File: src/rtl/snake_pkg.sv
// Shared definitions for the snake game blocks.
// Holds the direction encoding used by the input stage, the controller
// and the datapath, plus a helper that detects a 180-degree turn.
package snake_pkg;

  typedef enum logic [1:0] {
    LEFT  = 2'b00,
    UP    = 2'b01,
    DOWN  = 2'b10,
    RIGHT = 2'b11
  } dir_t;

  // Opposite directions differ in both bits with this encoding.
  function automatic logic is_reversal(input logic [1:0] a, input logic [1:0] b);
    return (a ^ b) == 2'b11;
  endfunction

endpackage

File: src/rtl/key_debouncer.sv
// Synchronises and debounces one raw active-low push button.
// Ports:
//   clk     - system clock
//   resetn  - synchronous active-low reset
//   raw_n   - raw asynchronous button level, low = pressed
//   level   - debounced button level, low = pressed
//   press   - one-cycle pulse when the debounced level falls 1->0
module key_debouncer #(
  parameter int DEBOUNCE_CYCLES = 250000
) (
  input  logic clk,
  input  logic resetn,
  input  logic raw_n,
  output logic level,
  output logic press
);

  localparam int CNT_W = $clog2(DEBOUNCE_CYCLES + 1);

  logic             sync1;
  logic             sync2;
  logic [CNT_W-1:0] cnt;

  // Two-flop synchroniser, then a stability counter that must see the
  // new level for DEBOUNCE_CYCLES consecutive cycles before accepting it.
  // The press pulse is raised in the same cycle the level drops to 0.
  always_ff @(posedge clk) begin
    if (!resetn) begin
      sync1 <= 1'b1;
      sync2 <= 1'b1;
      level <= 1'b1;
      cnt   <= '0;
      press <= 1'b0;
    end else begin
      sync1 <= raw_n;
      sync2 <= sync1;
      press <= 1'b0;
      if (sync2 == level) begin
        cnt <= '0;
      end else if (cnt == CNT_W'(DEBOUNCE_CYCLES - 1)) begin
        level <= sync2;
        cnt   <= '0;
        press <= ~sync2;
      end else begin
        cnt <= cnt + CNT_W'(1);
      end
    end
  end

endmodule

File: src/rtl/turn_queue.sv
// Input stage for the snake controller: debounces the four KEY buttons,
// validates each press as a turn and buffers valid turns in a FIFO that
// is popped once per game step.
// Ports:
//   clk       - 50 MHz system clock
//   resetn    - synchronous active-low reset
//   key_n     - raw KEYs, active-low: [0] right, [1] up, [2] down, [3] left
//   tick      - one-cycle pulse per game step, pops one queued turn
//   direction - direction for the current step (LEFT=00 UP=01 DOWN=10 RIGHT=11)
//   pending   - number of queued turns
//   dropped   - pulse: press rejected as duplicate or reversal
//   overflow  - pulse: valid press lost because the FIFO was full
module turn_queue
  import snake_pkg::*;
#(
  parameter int         DEBOUNCE_CYCLES = 250000,
  parameter int         DEPTH           = 4,
  parameter logic [1:0] INIT_DIR        = 2'b11
) (
  input  logic                       clk,
  input  logic                       resetn,
  input  logic [3:0]                 key_n,
  input  logic                       tick,
  output logic [1:0]                 direction,
  output logic [$clog2(DEPTH):0]     pending,
  output logic                       dropped,
  output logic                       overflow
);

  localparam int PTR_W = $clog2(DEPTH);
  localparam int CNT_W = PTR_W + 1;

  logic [3:0]       key_level;
  logic [3:0]       key_press;
  logic [3:0]       key_hit;

  logic [1:0]       fifo [DEPTH];
  logic [PTR_W-1:0] wr_ptr;
  logic [PTR_W-1:0] rd_ptr;

  logic             cand_valid;
  logic [1:0]       cand_dir;
  logic [1:0]       ref_dir;
  logic             full;
  logic             accept;
  logic             do_push;
  logic             do_pop;

  for (genvar k = 0; k < 4; k++) begin : g_key
    key_debouncer #(
      .DEBOUNCE_CYCLES(DEBOUNCE_CYCLES)
    ) u_deb (
      .clk    (clk),
      .resetn (resetn),
      .raw_n  (key_n[k]),
      .level  (key_level[k]),
      .press  (key_press[k])
    );
  end

  // A press only counts while the debounced key is actually held.
  assign key_hit = key_press & ~key_level;

  // Pick at most one candidate per cycle: right > down > up > left.
  always_comb begin
    cand_valid = 1'b0;
    cand_dir   = RIGHT;
    if (key_hit[0]) begin
      cand_valid = 1'b1;
      cand_dir   = RIGHT;
    end else if (key_hit[2]) begin
      cand_valid = 1'b1;
      cand_dir   = DOWN;
    end else if (key_hit[1]) begin
      cand_valid = 1'b1;
      cand_dir   = UP;
    end else if (key_hit[3]) begin
      cand_valid = 1'b1;
      cand_dir   = LEFT;
    end
  end

  // A new turn is judged against the last turn that will be applied:
  // the newest queued entry, or the current direction if nothing is queued.
  // This uses the state before any pop in the same cycle.
  always_comb begin
    ref_dir = direction;
    if (pending != '0) begin
      ref_dir = fifo[wr_ptr - PTR_W'(1)];
    end
    full    = (pending == CNT_W'(DEPTH));
    accept  = cand_valid && (cand_dir != ref_dir) && !is_reversal(cand_dir, ref_dir);
    do_pop  = tick && (pending != '0);
    // A full queue still accepts when a pop frees a slot this cycle.
    do_push = accept && (!full || tick);
  end

  // Storage needs no reset; occupancy is tracked by the pointers.
  always_ff @(posedge clk) begin
    if (do_push) begin
      fifo[wr_ptr] <= cand_dir;
    end
  end

  always_ff @(posedge clk) begin
    if (!resetn) begin
      wr_ptr    <= '0;
      rd_ptr    <= '0;
      pending   <= '0;
      direction <= INIT_DIR;
      dropped   <= 1'b0;
      overflow  <= 1'b0;
    end else begin
      if (do_push) begin
        wr_ptr <= wr_ptr + PTR_W'(1);
      end
      if (do_pop) begin
        direction <= fifo[rd_ptr];
        rd_ptr    <= rd_ptr + PTR_W'(1);
      end
      if (do_push && !do_pop) begin
        pending <= pending + CNT_W'(1);
      end else if (do_pop && !do_push) begin
        pending <= pending - CNT_W'(1);
      end
      dropped  <= cand_valid && !accept;
      overflow <= accept && full && !tick;
    end
  end

endmodule

File: config.mk
export PLATFORM = sky130hd
export DESIGN_NAME = turn_queue
export DESIGN_NICKNAME = d
export VERILOG_FILES = /design/src/rtl/snake_pkg.sv /design/src/rtl/key_debouncer.sv /design/src/rtl/turn_queue.sv
export SDC_FILE = /design/constraint.sdc
export NUM_CORES = 1
export LEC_CHECK = 0
export CAP_MARGIN = 10
export CORE_MARGIN = 5
export CORE_UTILIZATION = 35
export CTS_BUF_LIST = sky130_fd_sc_hd__clkbuf_8
export CTS_CLUSTER_DIAMETER = 50
export CTS_CLUSTER_SIZE = 20
export DETAILED_ROUTE_END_ITERATION = 10
export HOLD_SLACK_MARGIN = 0.03
export PLACE_DENSITY = 0.61
export SLEW_MARGIN = 10
export SYNTH_ARGS = -nofsm -noshare
export SYNTH_HDL_FRONTEND = slang
export SYNTH_SLANG_ARGS = --single-unit
File: constraint.sdc
create_clock -name clk -period 3.7 [get_ports clk]
set_input_delay 0.555 -clock clk [delete_from_list [all_inputs] [get_ports clk]]
set_output_delay 0.555 -clock clk [all_outputs]
set_load 0.01 [all_outputs]
Word level (Yosys, flattened, before mapping)
Memories as Yosys holds them, arrays and structs flattened. A register that Yosys moved wholly into a read port is not among the register bits.
Index checks and enable logic that the tools add are counted.
- eq/ne operators: 11
- bitwise operators: 16
- reductions and logical operators: 31
- muxes and demuxes: 13
- add/sub/neg operators: 9
- operator list (cell ; number):
    $add 18x1->18 const B ; 4
    $eq 18x18->1 const B ; 4
    $reduce_or 3->1 ; 8
    $not 1->1 ; 13
    $mux 2 ; 5
    $logic_and 1x1->1 ; 9
    $reduce_and 2->1 ; 4
    $logic_not 1->1 ; 7
    $mux 1 ; 6
    $mux 3 ; 2
    $add 2x1->2 const B ; 2
    $and 4x4->4 ; 1
    $eq 1x1->1 ; 4
    $not 4->4 ; 1
    $add 3x1->3 const B ; 1
    $eq 3x3->1 const B ; 1
    $reduce_bool 3->1 ; 1
    $sub 3x1->3 const B ; 1
    $eq 2x2->1 const B ; 1
    $ne 2x2->1 ; 1
    $reduce_bool 2->1 ; 1
    $sub 2x1->2 const B ; 1
    $xor 2x2->2 ; 1
    $logic_or 1x1->1 ; 1
- memories: 1
- logic and storage cells: 106
- input port bits: 7
- memory bits (writable): 8
- bits in registers: 97
- output and inout port bits: 7
- memories (name ; words ; width ; rd ports ; clocked after Yosys merged registers in ; write ports ; line ; text):
    fifo ; 4 ; 2 ; 2 ; 1 ; 1 ; turn_queue.sv:37 ; logic [1:0] fifo [DEPTH];

Depth between registers and ports, before layout
- depth after elaboration: 15
- mapped depth: 14
- depth with buffers taken out: 14

By module
A second synthesis with hierarchy kept.
- cells, all modules: 539
- area total of the unflattened synthesis: 5079.9 µm²
- modules (own cells, without submodules) (module ; instances ; sequential area each (µm²) ; cells an instance ; area an instance (µm²)):
    key_debouncer ; 4 ; 440.4 ; 109 ; 992.2
    turn_queue ; 1 ; 460.4 ; 103 ; 1111.1

Least setup slack after synthesis
OpenSTA, ideal clock, no wires.
- kind: reg2reg
- start: register wr_ptr[0]
- end: register pending[2]
- clock period less this slack: 3.238 ns
- buffers on the path: 0
- library setup time: 0.076 ns
- stages on the path, launching flop included: 15
- path slack: 0.462 ns
- required time: 3.624 ns
- arrival time: 3.162 ns
- path through: dfxtp_1 > inv_1 > ha_1 > mux4_2 > mux2i_4 > a21boi_2 > a2bb2oi_2 > nor2_2 > inv_1 > ha_1 > inv_1 > fa_1 > xor2_1 > or3_2 > a21boi_0
- longest elaborated chain between the ends: 11
- elaborated cells on any way between the ends: 15
- those cells by class: add/sub (1); eq/ne (2); mux (2); bitwise (1); reduce/logical (8); memory (1)
- RTL lines (element ; line ; text):
    start: declaration ; turn_queue.sv:38 ; logic [PTR_W-1:0] wr_ptr;
    start signal: assignment ; turn_queue.sv:115 ; wr_ptr <= wr_ptr + PTR_W'(1);
    $sub 2x1->2 (*) ; turn_queue.sv:89 ; ref_dir = fifo[wr_ptr - PTR_W'(1)];
    $mem_v2 4x2 (*) ; n/a ;
    $mux 2 (*) ; turn_queue.sv:88 ; if (pending != '0) begin
    $xor 2x2->2 ; snake_pkg.sv:15 ; return (a ^ b) == 2'b11;
    $eq 2x2->1 ; snake_pkg.sv:15 ;
    $logic_not 1->1 ; turn_queue.sv:92 ; accept = cand_valid && (cand_dir != ref_dir) && !is_reversal(cand_dir, ref_dir);
    $logic_and 1x1->1 (*) ; turn_queue.sv:92 ;
    $logic_and 1x1->1 (*) ; turn_queue.sv:95 ; do_push = accept && (!full || tick);
    named net do_push ; turn_queue.sv:46 ; logic do_push;
    $logic_not 1->1 ; turn_queue.sv:123 ; end else if (do_pop && !do_push) begin
    $logic_and 1x1->1 ; turn_queue.sv:123 ;
    $reduce_bool 2->1 (no source line) ; n/a ;
    end signal: assignment ; turn_queue.sv:122 ; pending <= pending + CNT_W'(1);
    end signal: assignment ; turn_queue.sv:124 ; pending <= pending - CNT_W'(1);
    end: declaration ; turn_queue.sv:25 ; output logic [$clog2(DEPTH):0] pending,
The timed path passes the listed nets; every way through them passes the cells marked *.
A chain may end at the register's enable or synchronous reset.

Worst setup path in the final report
Same ends and word-level chain as after synthesis.

==> flow_metrics.env <==
export IMPL_status="complete, no violations"
export IMPL_hold_viol_final=0
export IMPL_crit_start="wr_ptr[0]"
export IMPL_worstSetupPathType="flop to flop"
export IMPL_path_cells="inv_1, ha_1, mux4_2, mux2i_4, a21boi_2, a2bb2oi_2, nor2_2, inv_1, ha_1, inv_1, fa_1, xor2_1, or3_2, a21boi_0"
export IMPL_dr_pass1_iters=4
export IMPL_setup_viol=0
export IMPL_min_period_ps=3410
export IMPL_die_w_um=126
export IMPL_start_util_pct=35.5
export IMPL_grt_pass1_wl_um=13900
export IMPL_hp_start="g_key[1].u_deb.sync1"
export IMPL_cp_data_arrival_time_ps=3730
export IMPL_drtIter0Drc=177
export IMPL_ant_nets=0
export IMPL_netlist_instances=500
export IMPL_synth_nets=517
export IMPL_fin_nets=533
export IMPL_rsz0062_at_grt="false"
export IMPL_cp_slowest_stage_delay_ps=420
export IMPL_fin_crit_sh_pct=92.3
export IMPL_use_met3_pct=2.41
export IMPL_path_common_cell="inv_1"
export IMPL_core_rowCount=42
export IMPL_cts_sinks=107
export IMPL_yosys_cell_types_count=49
export IMPL_track_usage_pct=10.5
export IMPL_ys_ff_latch=107
export IMPL_worstPathMaxFanout=7
export IMPL_vias=3307
export IMPL_core_area_um2=13200
export IMPL_use_met2_pct=17.6
export IMPL_hold_path_class="flop to flop"
export IMPL_vias_per_cell=4.74
export IMPL_io_pins=14
export IMPL_multiInputGateArea_um2=2340
export IMPL_slew_viol_final=0
export IMPL_grt_overflow=0
export IMPL_layout_drive_gt1_share_pct=6.91
export IMPL_n_fill_cell=1289
export IMPL_slew_headroom_pct=50.5
export IMPL_critPathRequiredTime_ps=4010
export IMPL_placed_area_um2=4990
export IMPL_antenna_found_initial=0
export IMPL_peakVddDrop_uv=212
export IMPL_gp_congestion=0.773
export IMPL_grt_max_degree=22
export IMPL_synth_seq_area_share_pct=47.5
export IMPL_remaining_drc_errors=0
export IMPL_grt_pass1_vias=3219
export IMPL_p_leak_nw=1.73
export IMPL_clk_pin_slew_ps=100
export IMPL_ys_warn_count=0
export IMPL_cp_end_kind="flop"
export IMPL_drt_wirelength_per_cell_um=11.5
export IMPL_synth_edff_count=8
export IMPL_crit_reg2reg_launch="wr_ptr[0]"
export IMPL_cts_tree="built"
export IMPL_syn2layout_area_growth_pct=11.6
export IMPL_gr_max_usage_layer="met2"
export IMPL_dpl_hpwl_um=5750
export IMPL_fmax_ghz=0.293
export IMPL_synth_area_um2=4680
export IMPL_yosys_most_used_dff="dfxtp_1"
export IMPL_clk_latency_ps=370
export IMPL_slowest_stage="dfxtp_2"
export IMPL_power_density_nw_per_um2=385
export IMPL_final_common_cell="dfxtp_1"
export IMPL_cts_made_buffers=9
export IMPL_clk_path_buf_depth=2
export IMPL_setup_tns_final_ps=0
export IMPL_final_cell_area_um2=5230
export IMPL_syn_avg_cell_area_um2=9.36
export IMPL_cts_root_buf="clkbuf_8"
export IMPL_async_flop_share_pct=0
export IMPL_htreeDepth=3
export IMPL_worst_clock_skew_ps=10.5
export IMPL_use_met1_pct=12.7
export IMPL_drt_wl_total_um=7990
export IMPL_tightest_slew_ps=740
export IMPL_regArea_um2=2220
export IMPL_cts_setup_buffers=0
export IMPL_max_cap_viol_count=0
export IMPL_port_buffers=13
export IMPL_cp_start_kind="flop"
export IMPL_dieArea_um2=15800
export IMPL_die_y_um=126
export IMPL_p_total_w=0.00201
export IMPL_diodes=0
export IMPL_final_cell_mix="dfxtp_1, nor2_1, xor2_1"
[synthesized netlist by cell type, types with 8 or more instances]
| cell type | n | area share [%] |
|---|---|---|
| a21oi_1 | 8 | 0.86 |
| and3_1 | 12 | 1.6 |
| dfxtp_1 | 99 | 42 |
| edfxtp_1 | 8 | 5.1 |
| ha_1 | 9 | 2.4 |
| inv_1 | 15 | 1.2 |
| nand2_1 | 41 | 3.3 |
| nand2b_1 | 10 | 1.3 |
| nand3_1 | 31 | 3.3 |
| nand4_1 | 16 | 2.1 |
| nor2_1 | 82 | 6.6 |
| nor3_1 | 12 | 1.3 |
| o21ai_0 | 9 | 0.96 |
| xnor2_1 | 27 | 5.1 |
| xor2_1 | 43 | 8.0 |
[registers in the layout (all words and copies together), names as in the netlist]
signal	count
g_key.u_deb.level	4
dropped	1
g_key.u_deb.sync2	4
wr_ptr	2
g_key.u_deb.cnt	72
direction	2
pending	3
fifo	8
g_key.u_deb.sync1	4
overflow	1
g_key.u_deb.press	4
rd_ptr	2
[per-stage QoR]
stage | std cells | hold WS, ps | util, % | setup WS (ps)
finish | 697 | 419 | 39.6 | 285
floorplan | 500 | 386 | - | 462
global route | 697 | 482 | 39.6 | 63.3
detailed placement | 681 | 397 | 37.8 | 1.55
CTS | 697 | 427 | 39.6 | 152
global placement | 681 | 396 | 37.8 | 182
[metal layers]
metal	part of all wire, %	routed length, µm
met4	1.8	142
met1	48	3820
met2	48	3870
met3	2.1	164
met5	0	0
[worst paths after layout]
kind	endpoint	slack (ps)	cells past startpoint
hold / removal	g_key[1].u_deb.sync2	420	1
hold reg to reg	g_key[1].u_deb.sync2	420	1
setup reg to reg	pending[2]	290	14
setup / recovery	pending[2]	290	14
[critical path: cells and delay by family, from the launching register on]
family | cells | cell delay, ps
multiplexers | 2 | 520
AND/OR/NAND/NOR | 2 | 520
XOR/XNOR | 1 | 160
adder cells (fa/ha/maj) | 3 | 890
buffers and inverters | 3 | 220
flip-flops | 1 | 420
AO/OA/AOI/OAI | 3 | 610
[cells by family (layout without fill, tap and decap cells)]
kind of cell             after synthesis  count (layout)  synth area share (%)
adder cells (fa/ha/maj)               10              10                  2.83
AO/OA/AOI/OAI                         25              25                  3.39
buffers and inverters                 26              47                  2.57
multiplexers                          13              13                  4.14
XOR/XNOR                              70              70                  13.1
AND/OR/NAND/NOR                      249             249                  26.5
flip-flops                           107             107                  47.5
[area by class of cell]
type	count	share of cell area (%)
repair buffers	16	2.92
flip-flops and latches	107	42.5
clock inverters	5	1.58
inverters	15	1.08
clock buffers	11	2.90
multi-input cells	367	44.8
well taps	176	4.21
[report_power, final]
group / internal, W / switching (W)
registers: 0.00117 / 0.00000334
clock network: 0.000422 / 0.000391
logic: 0.0000120 / 0.0000154
[what timing repair did]
| item | CTS | global route |
|---|---|---|
| endpoints found under the setup margin | 0 | 1 |
| gates resized for setup | 0 | 1 |
| hold buffers | 0 | 0 |
Power figures use the tool's default switching activity.
